==> config.mk <==
export PLATFORM = sky130hd
export DESIGN_NAME = cnn_result_writer_flat
export DESIGN_NICKNAME = d
export VERILOG_FILES = /design/src/rtl/cnn_accel_pkg.sv /design/src/rtl/cnn_result_writer_if.sv /design/src/rtl/cnn_result_writer.sv /design/src/flat_wrapper.sv
export SDC_FILE = /design/constraint.sdc
export NUM_CORES = 1
export LEC_CHECK = 0
export CORE_MARGIN = 3
export CORE_UTILIZATION = 64
export CTS_CLUSTER_SIZE = 24
export DETAILED_ROUTE_END_ITERATION = 8
export DONT_BUFFER_PORTS = 1
export GPL_TIMING_DRIVEN = 1
export PLACE_DENSITY_LB_ADDON = 0.3
export REMOVE_ABC_BUFFERS = 1
export SLEW_MARGIN = 30
export SYNTH_ARGS = -nofsm -noshare
export SYNTH_HDL_FRONTEND = slang
export SYNTH_SLANG_ARGS = --single-unit
export TNS_END_PERCENT = 1
==> constraint.sdc <==
create_clock -name clkIn -period 4.7 [get_ports clkIn]
set_input_delay 0.47 -clock clkIn [delete_from_list [all_inputs] [get_ports clkIn]]
set_output_delay 0.47 -clock clkIn [all_outputs]
set_load 0.05 [all_outputs]
==> src/rtl/cnn_accel_pkg.sv <==
// Shared accelerator constants and the result-writer state encoding.
package cnn_accel_pkg;

  localparam int unsigned BUS_ADDR_WIDTH = 32;
  localparam int unsigned BUS_DATA_WIDTH = 64;
  localparam int unsigned BUS_WE_WIDTH   = BUS_DATA_WIDTH / 8;
  localparam int unsigned DATA_WIDTH     = 32;
  localparam int unsigned COUNT_WIDTH    = 13;

  // Writer FSM encoding
  typedef logic [1:0] wr_state_t;
  localparam wr_state_t StIdle  = 2'd0;
  localparam wr_state_t StFill  = 2'd1;
  localparam wr_state_t StWrite = 2'd2;
  localparam wr_state_t StDone  = 2'd3;

  // Byte enables for the low and high 32-bit lanes of a bus word
  localparam logic [BUS_WE_WIDTH-1:0] LANE0_WE = 8'h0F;
  localparam logic [BUS_WE_WIDTH-1:0] LANE1_WE = 8'hF0;

endpackage

==> src/rtl/cnn_result_writer_if.sv <==
// Control, result-stream and memory-write signals of the result writer.
interface cnn_result_writer_if import cnn_accel_pkg::*; ();

  // Software control
  logic                      startIn;
  logic [BUS_ADDR_WIDTH-1:0] baseAddrIn;
  logic [COUNT_WIDTH-1:0]    countIn;
  logic                      busyOut;
  logic                      doneOut;
  // Result stream
  logic [DATA_WIDTH-1:0]     dataIn;
  logic                      validIn;
  logic                      readyOut;
  // Memory write port
  logic [BUS_ADDR_WIDTH-1:0] addrOut;
  logic [BUS_WE_WIDTH-1:0]   wrEnOut;
  logic [BUS_DATA_WIDTH-1:0] wrDataOut;
  logic                      wrValidOut;
  logic                      wrReadyIn;

  // Writer side: drains the stream and initiates bus writes
  modport master (
    input  startIn, baseAddrIn, countIn, dataIn, validIn, wrReadyIn,
    output busyOut, doneOut, readyOut, addrOut, wrEnOut, wrDataOut, wrValidOut
  );

  // Environment side: software, accelerator FIFO and memory
  modport slave (
    output startIn, baseAddrIn, countIn, dataIn, validIn, wrReadyIn,
    input  busyOut, doneOut, readyOut, addrOut, wrEnOut, wrDataOut, wrValidOut
  );

endinterface

==> src/rtl/cnn_result_writer.sv <==
// Packs pairs of 32-bit results into 64-bit bus writes starting at a programmed address.
module cnn_result_writer import cnn_accel_pkg::*; (
  input  logic                  clkIn,
  input  logic                  rstIn,
  cnn_result_writer_if.master   wr_if
);

  wr_state_t                 state_q, state_d;
  logic [BUS_ADDR_WIDTH-1:0] addr_q, addr_d;
  logic [COUNT_WIDTH-1:0]    rem_q, rem_d;
  logic                      lane_q, lane_d;
  logic [BUS_DATA_WIDTH-1:0] buf_q, buf_d;
  logic [BUS_WE_WIDTH-1:0]   en_q, en_d;
  logic                      busy_q, busy_d;
  logic                      done_q, done_d;
  logic                      wvalid_q, wvalid_d;

  // Word alignment drops the low address bits.
  logic unused_base;
  assign unused_base = ^wr_if.baseAddrIn[1:0];

  // Next-state: FSM, pack buffer, remaining count and write address
  always_comb begin
    state_d = state_q;
    addr_d  = addr_q;
    rem_d   = rem_q;
    lane_d  = lane_q;
    buf_d   = buf_q;
    en_d    = en_q;
    unique case (state_q)
      StIdle: begin
        if (wr_if.startIn) begin
          addr_d  = {wr_if.baseAddrIn[BUS_ADDR_WIDTH-1:3], 3'b000};
          rem_d   = wr_if.countIn;
          lane_d  = wr_if.baseAddrIn[2];
          buf_d   = '0;
          en_d    = '0;
          state_d = (wr_if.countIn == '0) ? StDone : StFill;
        end
      end
      StFill: begin
        // readyOut is high throughout FILL, so validIn alone marks a transfer
        if (wr_if.validIn) begin
          if (lane_q) begin
            buf_d[BUS_DATA_WIDTH-1:DATA_WIDTH] = wr_if.dataIn;
            en_d = en_q | LANE1_WE;
          end else begin
            buf_d[DATA_WIDTH-1:0] = wr_if.dataIn;
            en_d = en_q | LANE0_WE;
          end
          rem_d = rem_q - COUNT_WIDTH'(1);
          if (lane_q || rem_q == COUNT_WIDTH'(1)) begin
            state_d = StWrite;
          end else begin
            lane_d = 1'b1;
          end
        end
      end
      StWrite: begin
        if (wr_if.wrReadyIn) begin
          addr_d  = addr_q + BUS_ADDR_WIDTH'(8);
          buf_d   = '0;
          en_d    = '0;
          lane_d  = 1'b0;
          state_d = (rem_q == '0) ? StDone : StFill;
        end
      end
      StDone: begin
        state_d = StIdle;
      end
      default: begin
        state_d = StIdle;
      end
    endcase
    // Status outputs are registered copies of the upcoming state
    busy_d   = (state_d != StIdle);
    done_d   = (state_d == StDone);
    wvalid_d = (state_d == StWrite);
  end

  // State and registered outputs; reset aborts any transfer in flight
  always_ff @(posedge clkIn or posedge rstIn) begin
    if (rstIn) begin
      state_q  <= StIdle;
      addr_q   <= '0;
      rem_q    <= '0;
      lane_q   <= 1'b0;
      buf_q    <= '0;
      en_q     <= '0;
      busy_q   <= 1'b0;
      done_q   <= 1'b0;
      wvalid_q <= 1'b0;
    end else begin
      state_q  <= state_d;
      addr_q   <= addr_d;
      rem_q    <= rem_d;
      lane_q   <= lane_d;
      buf_q    <= buf_d;
      en_q     <= en_d;
      busy_q   <= busy_d;
      done_q   <= done_d;
      wvalid_q <= wvalid_d;
    end
  end

  assign wr_if.readyOut   = (state_q == StFill);
  assign wr_if.busyOut    = busy_q;
  assign wr_if.doneOut    = done_q;
  assign wr_if.addrOut    = addr_q;
  assign wr_if.wrEnOut    = en_q;
  assign wr_if.wrDataOut  = buf_q;
  assign wr_if.wrValidOut = wvalid_q;

endmodule

==> src/flat_wrapper.sv <==
// flat-port wrapper written by rule: the top's interface ports become plain ports
module cnn_result_writer_flat import cnn_accel_pkg::*;
  (clkIn, rstIn, wr_if_startIn, wr_if_baseAddrIn, wr_if_countIn, wr_if_dataIn, wr_if_validIn, wr_if_wrReadyIn, wr_if_busyOut, wr_if_doneOut, wr_if_readyOut, wr_if_addrOut, wr_if_wrEnOut, wr_if_wrDataOut, wr_if_wrValidOut);
  cnn_result_writer_if wr_if_i ();
  input  logic clkIn;
  input  logic rstIn;
  input wire logic [$bits(wr_if_i.startIn)-1:0] wr_if_startIn;
  input wire logic [$bits(wr_if_i.baseAddrIn)-1:0] wr_if_baseAddrIn;
  input wire logic [$bits(wr_if_i.countIn)-1:0] wr_if_countIn;
  input wire logic [$bits(wr_if_i.dataIn)-1:0] wr_if_dataIn;
  input wire logic [$bits(wr_if_i.validIn)-1:0] wr_if_validIn;
  input wire logic [$bits(wr_if_i.wrReadyIn)-1:0] wr_if_wrReadyIn;
  output wire logic [$bits(wr_if_i.busyOut)-1:0] wr_if_busyOut;
  output wire logic [$bits(wr_if_i.doneOut)-1:0] wr_if_doneOut;
  output wire logic [$bits(wr_if_i.readyOut)-1:0] wr_if_readyOut;
  output wire logic [$bits(wr_if_i.addrOut)-1:0] wr_if_addrOut;
  output wire logic [$bits(wr_if_i.wrEnOut)-1:0] wr_if_wrEnOut;
  output wire logic [$bits(wr_if_i.wrDataOut)-1:0] wr_if_wrDataOut;
  output wire logic [$bits(wr_if_i.wrValidOut)-1:0] wr_if_wrValidOut;
  assign wr_if_i.startIn = wr_if_startIn;
  assign wr_if_i.baseAddrIn = wr_if_baseAddrIn;
  assign wr_if_i.countIn = wr_if_countIn;
  assign wr_if_i.dataIn = wr_if_dataIn;
  assign wr_if_i.validIn = wr_if_validIn;
  assign wr_if_i.wrReadyIn = wr_if_wrReadyIn;
  assign wr_if_busyOut = wr_if_i.busyOut;
  assign wr_if_doneOut = wr_if_i.doneOut;
  assign wr_if_readyOut = wr_if_i.readyOut;
  assign wr_if_addrOut = wr_if_i.addrOut;
  assign wr_if_wrEnOut = wr_if_i.wrEnOut;
  assign wr_if_wrDataOut = wr_if_i.wrDataOut;
  assign wr_if_wrValidOut = wr_if_i.wrValidOut;
  cnn_result_writer u_core (.clkIn(clkIn), .rstIn(rstIn), .wr_if(wr_if_i));
endmodule
Yosys cells after proc, flatten, opt, wreduce, memory -nomap -nowiden:

Index checks and enable logic that the tools add are counted.

* flip-flop bits (word level): 123
* logic and storage cells: 67

* $add $sub $neg: 2
* equal/unequal tests: 12
* mux-type cells: 29
* reductions and logical operators: 13

Operator list (count)
* $mux W64: 3
* $pmux W64 S3: 1
* $mux W32: 4
* $pmux W32 S2: 1
* $add A32 B4 Y32 const B: 1
* $mux W8: 4
* $logic_not A13 Y1: 2
* $mux W13: 2
* $pmux W13 S2: 1
* $pmux W8 S3: 1
* $reduce_and A5 Y1: 3
* $eq A13 B1 Y1 const B: 1
* $sub A13 B1 Y13 const B: 1
* $mux W2: 6
* $ne A2 B2 Y1 const B: 5
* $eq A2 B2 Y1 const B: 4
* $pmux W2 S4: 1
* $reduce_and A3 Y1: 2
* $reduce_bool A2 Y1: 3
* $mux W1: 4
* $pmux W1 S3: 1
* $reduce_bool A3 Y1: 1
* $eq A2 B1 Y1 const B: 1
* $logic_not A2 Y1: 1
* other kinds (2): 2

Logic depth before layout (Yosys ltp):

* depth after elaboration: 6
* mapped depth: 9

Worst setup path after synthesis:

OpenSTA, ideal clock, no wires.

* path type: register to register
* from: register u_core.state_q[0]
* to: register u_core.buf_q[46], in the netlist u_core.wr_if.wrDataOut[46]
* library setup time: 0.065 ns
* arrival time: 2.100 ns
* data required time: 4.635 ns
* setup slack: 2.534 ns
* cell stages (with the launch flop): 7
* path buffers: 1
* clock period less this slack: 2.166 ns
* cells stage by stage: dfrtp_1 ha_1 nor2b_1 or4_4 nor2_8 buf_8 a22o_2

* word-level cells in the longest chain between the ends: 3
* elaborated cells between the ends (all ways): 10

Ends and longest elaborated chain
* from (decl): RTL line cnn_result_writer.sv:8 `wr_state_t state_q, state_d;`
* from (signal assigned): RTL line cnn_result_writer.sv:84 `state_q <= StIdle;`
* from (signal assigned): RTL line cnn_result_writer.sv:94 `state_q <= state_d;`
* $eq A2 B1 Y1 (*)
* named net wr_if_readyOut: RTL line flat_wrapper.sv:15 `output wire logic [$bits(wr_if_i.readyOut)-1:0] wr_if_readyOut;`
* $ne A2 B1 Y1 (no source line), or another cell as far along
* $reduce_and A5 Y1 (no source line)
* to (signal assigned): RTL line cnn_result_writer.sv:98 `buf_q <= buf_d;`
* to (decl): RTL line cnn_result_writer.sv:12 `logic [BUS_DATA_WIDTH-1:0] buf_q, buf_d;`

The timed path passes the listed nets; every way through them passes the cells marked *.
A chain may end at the register's enable or synchronous reset.

Worst setup path after layout:

* from: register u_core.state_q[1]
* to: register u_core.buf_q[38], in the netlist u_core.wr_if.wrDataOut[38]

Same word-level chain as after synthesis.

==> out/results.txt <==
Worst Path Required: 5140 ps
DR vias: 4562
CTS root buf: clkbuf_8
largest net degree at the start of global routing: 86
H-tree Lvls: 4
Die Ht: 100 um
number of global-route vias before repair: 4449
final worst-path cycle share: 59.5%
#FFs+latches synth: 114
layout cell share with drive strength beyond 1: 13.5%
Worst Tran Pin Value: 980 ps
Hold Slack: 88.0 ps
placer's final routability congestion estimate: 0.913
P_leak: 2.71 nW
endpoints failing setup: 0
clk_lat worst skew: 510 ps
Fin Clk Skew: 10.8 ps
clock buffer count from CTS: 17
Area Overhead vs Synth: 10.2%
Fillers: 588
register area: 2860 um^2
Cells after Synth: 552
grt total ovfl: 0
number of clock sinks: 114
Critical Path Source Type: flop
fin. max-slew vios: 0
worst-path fanout max: 33
WL per Instance: 22.3 um
commonest non-fill, non-tap cell in the layout: dfrtp_1
die area: 10000 um^2
CTS tree: built
GRT Util Overall: 29.1%
post-route total power: 5.80 mW
Vias/cell: 6.99
proportion of synthesized chip area in sequential cells: 50.3%
Cell Rows: 33
status: completed
setup bufs post-CTS: 0
Ys Warns: 0
worst hold path class: in2reg
CP Capture Type: flop
Cell Area, Synth: 5670 um^2
CTS Hold Bufs: 1
crit path kind: reg2reg
starting density of the core: 67.3%
Slew HR: 34.7%
VDD IR-drop max: 0.458 mV
Period minus WS final: 2800 ps
critical path arrival: 3240 ps
initial DRC count: 291
number of flops mapped to enable cells by yosys: 0
drt pass-1 iters: 5
# resized after CTS: 0
max_cap viols: 0
Post-synth ARST share: 100%
Nets: 624
IO Pins: 190
total wire length: 14.6 mm
initial antenna violation count: 0
Multi-input gate area: 2540 um^2
first-pass GRT wire length: 23.1 mm
Die X: 100 um
syn avg cell area: 10.3 um^2
ys flop type: dfrtp_1
RSZ-0062 raised after global routing: no
Total Neg Setup Slack: 0 ps
remaining antenna violation count: 0
post-detail-place hpwl: 9.40 mm
# DRC: 0
PortBufs: 0
Final Hold Viols: 0
clk buf depth: 2
most frequent cells in the layout: dfrtp_1, nand2_1, a22o_1, o21ai_0, a21oi_1
Clock transition at path regs: 60 ps
post-synthesis cell type count: 62
ANT cells: 0
PwrDens: 928 nW/um^2
Core ar.: 8420 um^2
Highest Clock Rate: 357 MHz
## final cells by class
type / instances / area share, %
clock buffer: 18 / 6.84
timing repair buffer: 6 / 0.760
tap: 105 / 2.10
multi-input combinational: 384 / 40.6
sequential: 114 / 45.7
inverter: 12 / 0.800
clock inverter: 14 / 3.20
## where the power goes
group | leakage (nW) | switching (mW) | internal (mW) | total (mW)
registers | 1.44 | 1.43 | 1.31 | 2.74
logic | 0.973 | 1.04 | 0.662 | 1.70
clock network | 0.299 | 0.486 | 0.882 | 1.37
total | 2.71 | 2.95 | 2.85 | 5.80
## sequential cells by signal, summed over array words and instances (netlist names)
name,flops
u_core.lane_q,1
u_core.rem_q,13
u_core.state_q,2
u_core.wr_if.addrOut,29
u_core.wr_if.busyOut,1
u_core.wr_if.doneOut,1
u_core.wr_if.wrDataOut,64
u_core.wr_if.wrEnOut,2
u_core.wr_if.wrValidOut,1
## layer usage
metal	track usage, %	share of wire, %
met3	10.1	9.1
met4	12.0	2.9
met5	0	0
met2	45.6	50
met1	37.1	38
## logic make-up (layout without fill, tap and decap cells)
family                     count (synthesis)  count (layout)  share of synthesized area, %
muxes                                      6               6                          1.08
adders and majority gates                  7               7                          1.54
other                                      1               3                        0.0661
AOI/OAI and AO/OA                        183             183                          23.5
buffers and inverters                     56              50                          5.40
and+or+nand+nor                          185             185                          18.1
DFF                                      114             114                          50.3
## critical path: stages (launching register included)
cell,delay (ps)
dfrtp_1,400
inv_1,90
ha_2,380
buf_4,440
nor2b_1,480
nor4_2,130
nand2_2,530
a22o_1,260
## cell usage after synthesis, drive strengths merged (8+ instances only)
| cell | count | area, um^2 |
|---|---|---|
| inv | 12 | 45.0 |
| nand2 | 58 | 220 |
| nand3 | 24 | 120 |
| o22ai | 18 | 113 |
| a21oi | 32 | 160 |
| nand4 | 13 | 81.3 |
| nor3 | 11 | 65.1 |
| clkbuf | 20 | 77.6 |
| a22o | 56 | 498 |
| buf | 24 | 184 |
| and3 | 9 | 56.3 |
| o21ai | 33 | 165 |
| nor4 | 9 | 123 |
| nor2 | 31 | 149 |
| a2bb2oi | 8 | 70.1 |
| dfrtp | 114 | 2850 |
| or3 | 8 | 50.1 |
## worst paths after layout
path | slack, ps | startpoint | endpoint | depth (start not counted)
worst max-delay path | 1900 | u_core.state_q[1] | u_core.wr_if.wrDataOut[38] | 7
min in group asynchronous | 610 | rstIn | u_core.wr_if.wrDataOut[37] | 2
worst min-delay path | 90 | wr_if_dataIn[13] | u_core.wr_if.wrDataOut[13] | 1
worst max register to register | 1900 | u_core.state_q[1] | u_core.wr_if.wrDataOut[38] | 7
worst min register to register | 540 | u_core.rem_q[9] | u_core.rem_q[9] | 2
max in group asynchronous | 3180 | rstIn | u_core.wr_if.wrEnOut[2] | 3
## per-stage QoR
| stage | worst slack [ps] | utilization (%) | area [um^2] | cells |
|---|---|---|---|---|
| 2_1_floorplan | 964 | - | 5420 | 510 |
| 3_3_place_gp | 1770 | 66.5 | 5600 | 620 |
| 3_5_place_dp | 1790 | 66.6 | 5610 | 620 |
| 4_1_cts | 1770 | 74.2 | 6250 | 653 |
| 5_1_grt | 1750 | 74.2 | 6250 | 653 |
| 6_report | 1900 | 74.2 | 6250 | 653 |
Note: power is estimated with default switching activity, not from simulation.
